<file path="src/rtl/fetch_unit.sv">
// Instruction fetch stage: owns the PC, issues I-cache reads and buffers up to two
// fetched {inst, pc+4} pairs ahead of the IF/ID latch, with redirect and halt handling.
module fetch_unit #(
  parameter logic [31:0] PC0 = 32'h0000_0000
) (
  input  logic        CLK,
  input  logic        nRST,
  input  logic        ihit,
  input  logic [31:0] imemload,
  output logic        iREN,
  output logic [31:0] imemaddr,
  input  logic        redirect,
  input  logic [31:0] redirect_pc,
  input  logic        stall,
  input  logic        halt,
  output logic [31:0] inst_out,
  output logic [31:0] pcp4_out,
  output logic        inst_valid,
  output logic        flush_out
);

  typedef enum logic [1:0] {FETCH, DISCARD, HALT} state_t;

  state_t      state;
  state_t      state_next;
  logic [31:0] pc;
  logic [31:0] saved_pc;
  logic [31:0] pc_plus4;
  logic [31:0] fifo_inst [2];
  logic [31:0] fifo_pcp4 [2];
  logic        rd_ptr;
  logic        wr_ptr;
  logic [1:0]  count;
  logic        ihit_eff;
  logic        push;
  logic        pop;
  logic        clear;

  assign pc_plus4 = pc + 32'd4;
  // A completion only means something while a request is actually outstanding.
  assign ihit_eff = ihit && iREN;
  assign push     = (state == FETCH) && ihit_eff && !redirect && !halt;
  assign pop      = inst_valid && !stall;
  assign clear    = halt || (redirect && (state != HALT));

  always_ff @(posedge CLK or negedge nRST) begin
    if (!nRST) begin
      state <= FETCH;
    end else begin
      state <= state_next;
    end
  end

  always_comb begin
    state_next = state;
    case (state)
      FETCH: begin
        if (halt) begin
          state_next = HALT;
        end else if (redirect && iREN && !ihit) begin
          state_next = DISCARD;
        end
      end
      DISCARD: begin
        if (halt) begin
          state_next = HALT;
        end else if (ihit_eff) begin
          state_next = FETCH;
        end
      end
      HALT:    state_next = HALT;
      default: state_next = FETCH;
    endcase
  end

  always_comb begin
    iREN = 1'b0;
    if (nRST) begin
      case (state)
        FETCH:   iREN = (count < 2'd2);
        DISCARD: iREN = 1'b1;
        default: iREN = 1'b0;
      endcase
    end
    imemaddr   = pc;
    flush_out  = redirect || halt;
    inst_valid = (count != 2'd0);
    inst_out   = inst_valid ? fifo_inst[rd_ptr] : 32'd0;
    pcp4_out   = inst_valid ? fifo_pcp4[rd_ptr] : 32'd0;
  end

  always_ff @(posedge CLK or negedge nRST) begin
    if (!nRST) begin
      pc       <= PC0;
      saved_pc <= 32'd0;
    end else if (!halt) begin
      case (state)
        FETCH: begin
          if (redirect) begin
            // An in-flight read must complete before the new target can be issued.
            if (iREN && !ihit) begin
              saved_pc <= redirect_pc;
            end else begin
              pc <= redirect_pc;
            end
          end else if (ihit_eff) begin
            pc <= pc_plus4;
          end
        end
        DISCARD: begin
          if (redirect) begin
            saved_pc <= redirect_pc;
          end
          if (ihit_eff) begin
            pc <= redirect ? redirect_pc : saved_pc;
          end
        end
        default: ;
      endcase
    end
  end

  always_ff @(posedge CLK or negedge nRST) begin
    if (!nRST) begin
      count  <= 2'd0;
      rd_ptr <= 1'b0;
      wr_ptr <= 1'b0;
    end else if (clear) begin
      count  <= 2'd0;
      rd_ptr <= 1'b0;
      wr_ptr <= 1'b0;
    end else begin
      if (push) begin
        wr_ptr <= ~wr_ptr;
      end
      if (pop) begin
        rd_ptr <= ~rd_ptr;
      end
      count <= count + {1'b0, push} - {1'b0, pop};
    end
  end

  always_ff @(posedge CLK) begin
    if (push) begin
      fifo_inst[wr_ptr] <= imemload;
      fifo_pcp4[wr_ptr] <= pc_plus4;
    end
  end

endmodule

</file>
<file path="config.mk">
export PLATFORM = sky130hd
export DESIGN_NAME = fetch_unit
export DESIGN_NICKNAME = d
export VERILOG_FILES = /design/src/rtl/fetch_unit.sv
export SDC_FILE = /design/constraint.sdc
export NUM_CORES = 1
export LEC_CHECK = 0
export BUFFER_PORTS_ARGS = -buffer_cell sky130_fd_sc_hd__buf_2
export CAP_MARGIN = 20
export CORE_MARGIN = 3
export CORE_UTILIZATION = 50
export CTS_CLUSTER_DIAMETER = 60
export DETAILED_ROUTE_END_ITERATION = 6
export PLACE_DENSITY = 0.84
export SLEW_MARGIN = 20
export SYNTH_ARGS = -nofsm -noshare
export SYNTH_HDL_FRONTEND = slang
export SYNTH_SLANG_ARGS = --single-unit
</file>
<file path="constraint.sdc">
create_clock -name CLK -period 4.2 [get_ports CLK]
set_input_delay 0.84 -clock CLK [delete_from_list [all_inputs] [get_ports CLK]]
set_output_delay 0.84 -clock CLK [all_outputs]
set_load 0.05 [all_outputs]
</file>
# Word level (Yosys, flattened, before mapping)
# Memories as Yosys holds them, arrays and structs flattened.
# Cells that the tools add are included.
# op_classes
n_bitwise,3
n_reduce_logical,23
n_mux,25
n_lt_le_gt_ge,1
addsub,3
n_eq_ne,10
# op_table
cell,count
$mux W32,9
$pmux W32 S2,2
$add A32 B3 Y32 const B,1
$mux W2,5
$logic_and A1 B1 Y1,9
$ne A3 B3 Y1 const B,3
$reduce_bool A2 Y1,4
$mux W1,7
$ne A2 B2 Y1 const B,3
$pmux W2 S3,1
$reduce_and A5 Y1,1
$logic_not A1 Y1,4
$reduce_and A4 Y1,1
$ne A3 B2 Y1 const B,1
$not A1 Y1,3
$add A2 B1 Y2,1
$eq A2 B1 Y1 const B,1
$eq A2 B2 Y1 const B,1
$logic_not A2 Y1,1
$logic_or A1 B1 Y1,2
$lt A2 B2 Y1 const B,1
$ne A2 B1 Y1 const B,1
$pmux W1 S2,1
$reduce_and A2 Y1,1
$sub A2 B1 Y2,1
# totals
output_inout_bits,99
in_bits,70
mem_count,2
ram_bits,128
register_bits,70
word_cells,73
# mem_list
memory,depth,width,read_ports,rd_ports_with_merged_regs,wr,line,text
fifo_inst,2,32,1,0,1,29,logic [31:0] fifo_inst [2];
fifo_pcp4,2,32,1,0,1,30,logic [31:0] fifo_pcp4 [2];

# Depth between registers and ports, before layout
# depth
depth_word,10
depth_mapped,11
ltp_nobuf,9

# Worst setup path after synthesis
# OpenSTA, ideal clock, no wires.
# synth_path
path_kind,input to register
start,in nRST
end,mem fifo_inst[0][0] (enable)
n_path_buf,1
arrival_ns,4.571
path_stages,4
setup_time_ns,0.487
t_required_ns,3.713
setup_slack_ns,-0.858
path_cell_list,and3b_1 clkbuf_1 nand4_1 nor2_1
# synth_between
elab_chain_len,7
# synth_lines
item,line,text
from (decl),7,"input logic nRST,"
$mux W1,78,if (nRST) begin
via iREN,10,"output logic iREN,"
$logic_and A1 B1 Y1,41,assign ihit_eff = ihit && iREN;
$logic_and A1 B1 Y1 (3 in a row),42,assign push = (state == FETCH) && ihit_eff && !redirect && !halt;
$mux W1,144,if (push) begin
$mux W1 (not written as such),145,fifo_inst[wr_ptr] <= imemload;
to (decl),29,
# The timed path passes the listed nets, and every way through them passes these cells.

# Worst setup path after layout
# layout_path
start,reg rd_ptr
end,out inst_out[18]
# layout_between
elab_chain_len,2
# layout_lines
item,line,text
from (decl),31,logic rd_ptr;
from (signal assigned),137,rd_ptr <= ~rd_ptr;
$mem_v2 Z2 W32,--,
$mux W32,88,inst_out = inst_valid ? fifo_inst[rd_ptr] : 32'd0;
to (decl),16,"output logic [31:0] inst_out,"
# Every way passes these cells.

==> run_results.csv <==
group,metric,value,unit
die,die_w,140,microns
power,swShare,0.335,
worst_setup_path,setup.worst_path.start_class,"flop",
run,maxCapViolCount,0,
synthesis,synthXorXnorAreaFrac,0.0314,
worst_setup_path,cp.required,3.36,ns
synthesis,syn_nets,788,
timing,rsz0062_at_grt,"no",
placement,place_inst,1075,
timing,hold_viol,0,
worst_setup_path,arrival,2.39,ns
routing,dr.pass1.iters,5,
synthesis,synth_top_family_by_area,"multiplexers",
timing,finalSetupViolations,0,
finish,stdcell_count,1108,
clock_tree,clk_root_buffer_cell,"clkbuf_16",
power,combPwrFrac,0.252,
synthesis,yosysMostFrequentCell,"edfxtp_1",
clock_tree,clk_pin_slew,0.06,ns
finish,nets,942,
synthesis,syn_inst,715,
die,die_area,19500,sq um
die,num_rows,48,
synthesis,synth-edff-count,128,
power,powerDensity,481,nW/um^2
placement,place_hpwl,14000,microns
die,die_h,140,microns
placement,pre_cts_ws,1.21,ns
worst_setup_path,crit_type,"flop to output port",
clock_tree,cts_buffer_depth,2,
worst_hold_path,hp-class,"primary input to async pin",
die,initial_utilization,0.513,
synthesis,ys_top_cells_by_area,"edfxtp_1 43%, dfrtp_1 20%, mux2i_1 7.7%, nor2_1 4.4%, mux2_2 4.0%",
power,switching_power,1.71,mW
placement,gp_congestion,0.859,
timing,skew,0.00656,ns
synthesis,synth.cells.most_frequent,"128 x edfxtp_1, 105 x nor2_1, 70 x dfrtp_1",
synthesis,synth_area,8930,sq um
global_routing,grt_max_degree,54,
die,core,17400,sq um
synthesis,ys_seq_area_frac,0.626,
worst_setup_path,startpoint,"rd_ptr",
timing,period_minus_slack,3.23,ns
worst_setup_path,crit_chain,"buf_4 > mux2i_1 > nor2_1 > buf_2",
synthesis,synth-seq-cells,198,
global_routing,grt_util_all_layers,0.210,
global_routing,antenna_found_initial,1,
routing,via_count,6272,
global_routing,grt_pass1_vias,6139,
global_routing,grt_overflow,0,
timing,maxSlewViolCount,0,
finish,fin_util,0.609,
power,leakage,4.43,nW
clock_tree,cts_post_setup_buffers_inserted,0,
synthesis,synthMuxAreaShare,0.120,
synthesis,synth_top_area_frac,0.430,
placement,io_buffer_count,168,
power,vdd_drop_max,0.340,mV
routing,drcViolationCount,0,
power,pwr-share-seq,0.433,
timing,whs,0.362,ns
worst_setup_path,regToRegStartpoint,"count[1]",
clock_tree,cts_max_level,4,
finish,drive_gt1_frac,0.287,
routing,drt_wl_total,20500,microns
synthesis,yosys_warnings,0,
timing,fin_ws,0.974,ns
synthesis,synthAdderAreaFrac,0.00420,
power,power,5.10,mW
worst_setup_path,crit_end,"inst_out[18]",
clock_tree,postCtsHoldBufs,0,
worst_setup_path,r2r_slack,1.67,ns
clock_tree,cts.repair.resized,0,
worst_setup_path,worst-path-max-fanout,53,
clock_tree,cts-buffers-inserted,17,
worst_setup_path,max_stage_delay,1.05,ns
routing,ant_nets,0,
timing,worst_pin_slew,0.933,ns
worst_setup_path,slowest_stage,"dfrtp_4",
timing,tns,0,ns
global_routing,grt_pass1_wl,32400,microns
routing,drt-vias-per-instance,5.66,
run_status,status,"finished, final reports clean",
finish,area_growth,18.7,%
worst_setup_path,rr_worst_depth,9,
synthesis,synth_compound_area_frac,0.0805,
power,p_int,3.39,mW
synthesis,synthSimpleGateAreaFrac,0.111,
power,pwr-share-clk,0.315,
timing,fin_crit_sh,0.768,
routing,wl_per_cell,18.5,microns
worst_setup_path,reg2reg_to,"count[1]",
routing,drt_iter0_markers,565,
worst_setup_path,end_kind,"output port",
synthesis,ys.flop_type,"edfxtp_1",
clock_tree,cts_tree,"yes",
synthesis,async_flop_share,0.354,
synthesis,synth_cell_types,47,
timing,max_slew_margin,0.378,
finish,fin_area,10600,sq um
die,boundaryPins,169,
synthesis,synth_top_cell_by_area,"edfxtp_1",
clock_tree,clk_latency,0.42,ns
clock_tree,clock-sinks,198,
placement,post_dp_cell_area,10000,sq um
timing,max_clock_freq,310,MHz
synthesis,syn_avg_cell_area,12.5,sq um
[registers in the layout, summed over array words and instances, names as in the netlist]
| name | cells |
|---|---|
| fifo_inst | 64 |
| fifo_pcp4 | 64 |
| imemaddr | 32 |
| saved_pc | 32 |
| count | 2 |
| state | 2 |
| rd_ptr | 1 |
| wr_ptr | 1 |
[kinds of logic after synthesis]
group	Yosys count
DFF	198
AOI/OAI and AO/OA	108
and+or+nand+nor	213
muxes	103
buffers and inverters	58
adders and majority gates	3
xor gates and xnor gates	32
[worst max-delay path, delay by kind of cell, from the launching register on]
family                 cells  cell delay, ns
DFF                        1            1.05
muxes                      1            0.25
buffers and inverters      2            0.59
and+or+nand+nor            1            0.06
[cell type report]
| class | count | area (sq um) |
|---|---|---|
| multi-input combinational | 459 | 3130 |
| fill | 1382 | 6820 |
| tap | 225 | 282 |
| antenna | 1 | 2.50 |
| clock inverter | 10 | 131 |
| inverter | 8 | 30.0 |
| timing repair buffer | 185 | 968 |
| sequential | 198 | 5600 |
| clock buffer | 22 | 454 |
[layout by cell type, fill, tap and decap left out, types with 11 or more instances in the layout]
master / n
clkbuf_16: 17
edfxtp_1: 128
buf_2: 168
mux2i_1: 69
nand3_1: 16
nand2_1: 35
dfrtp_1: 69
xor2_1: 15
buf_4: 17
xnor2_1: 17
a21oi_1: 29
nor2_1: 101
mux2_2: 32
o21ai_0: 23
nor3_1: 11
[power groups by stage]
| stage | Combinational [mW] | Clock, mW | Sequential [mW] |
|---|---|---|---|
| floorplan | 1.03 | 0 | 2.18 |
| finish | 1.28 | 1.61 | 2.21 |
| CTS | 1.30 | 1.64 | 2.21 |
| detailed placement | 1.30 | 0 | 2.25 |
| global route | 1.36 | 1.73 | 2.22 |
| global placement | 1.28 | 0 | 2.25 |
[routing by layer]
metal | wire (microns) | up-vias | GRT usage
li1 | - | 2929 | -
met5 | 0 | - | 0
met4 | 408 | 0 | 0.0673
met3 | 1600 | 35 | 0.0529
met1 | 8470 | 3045 | 0.279
met2 | 10000 | 263 | 0.344
[how the worst min path moves through the flow]
stage,startpoint,endpoint,slack (ns)
2_1_floorplan,saved_pc[15],saved_pc[15],0.46
3_3_place_gp,saved_pc[15],saved_pc[15],0.47
3_5_place_dp,saved_pc[15],saved_pc[15],0.48
4_1_cts,nRST,saved_pc[4],0.35
5_1_grt,nRST,saved_pc[4],0.37
6_report,nRST,wr_ptr,0.36
Note: power is estimated with default switching activity, not from simulation.
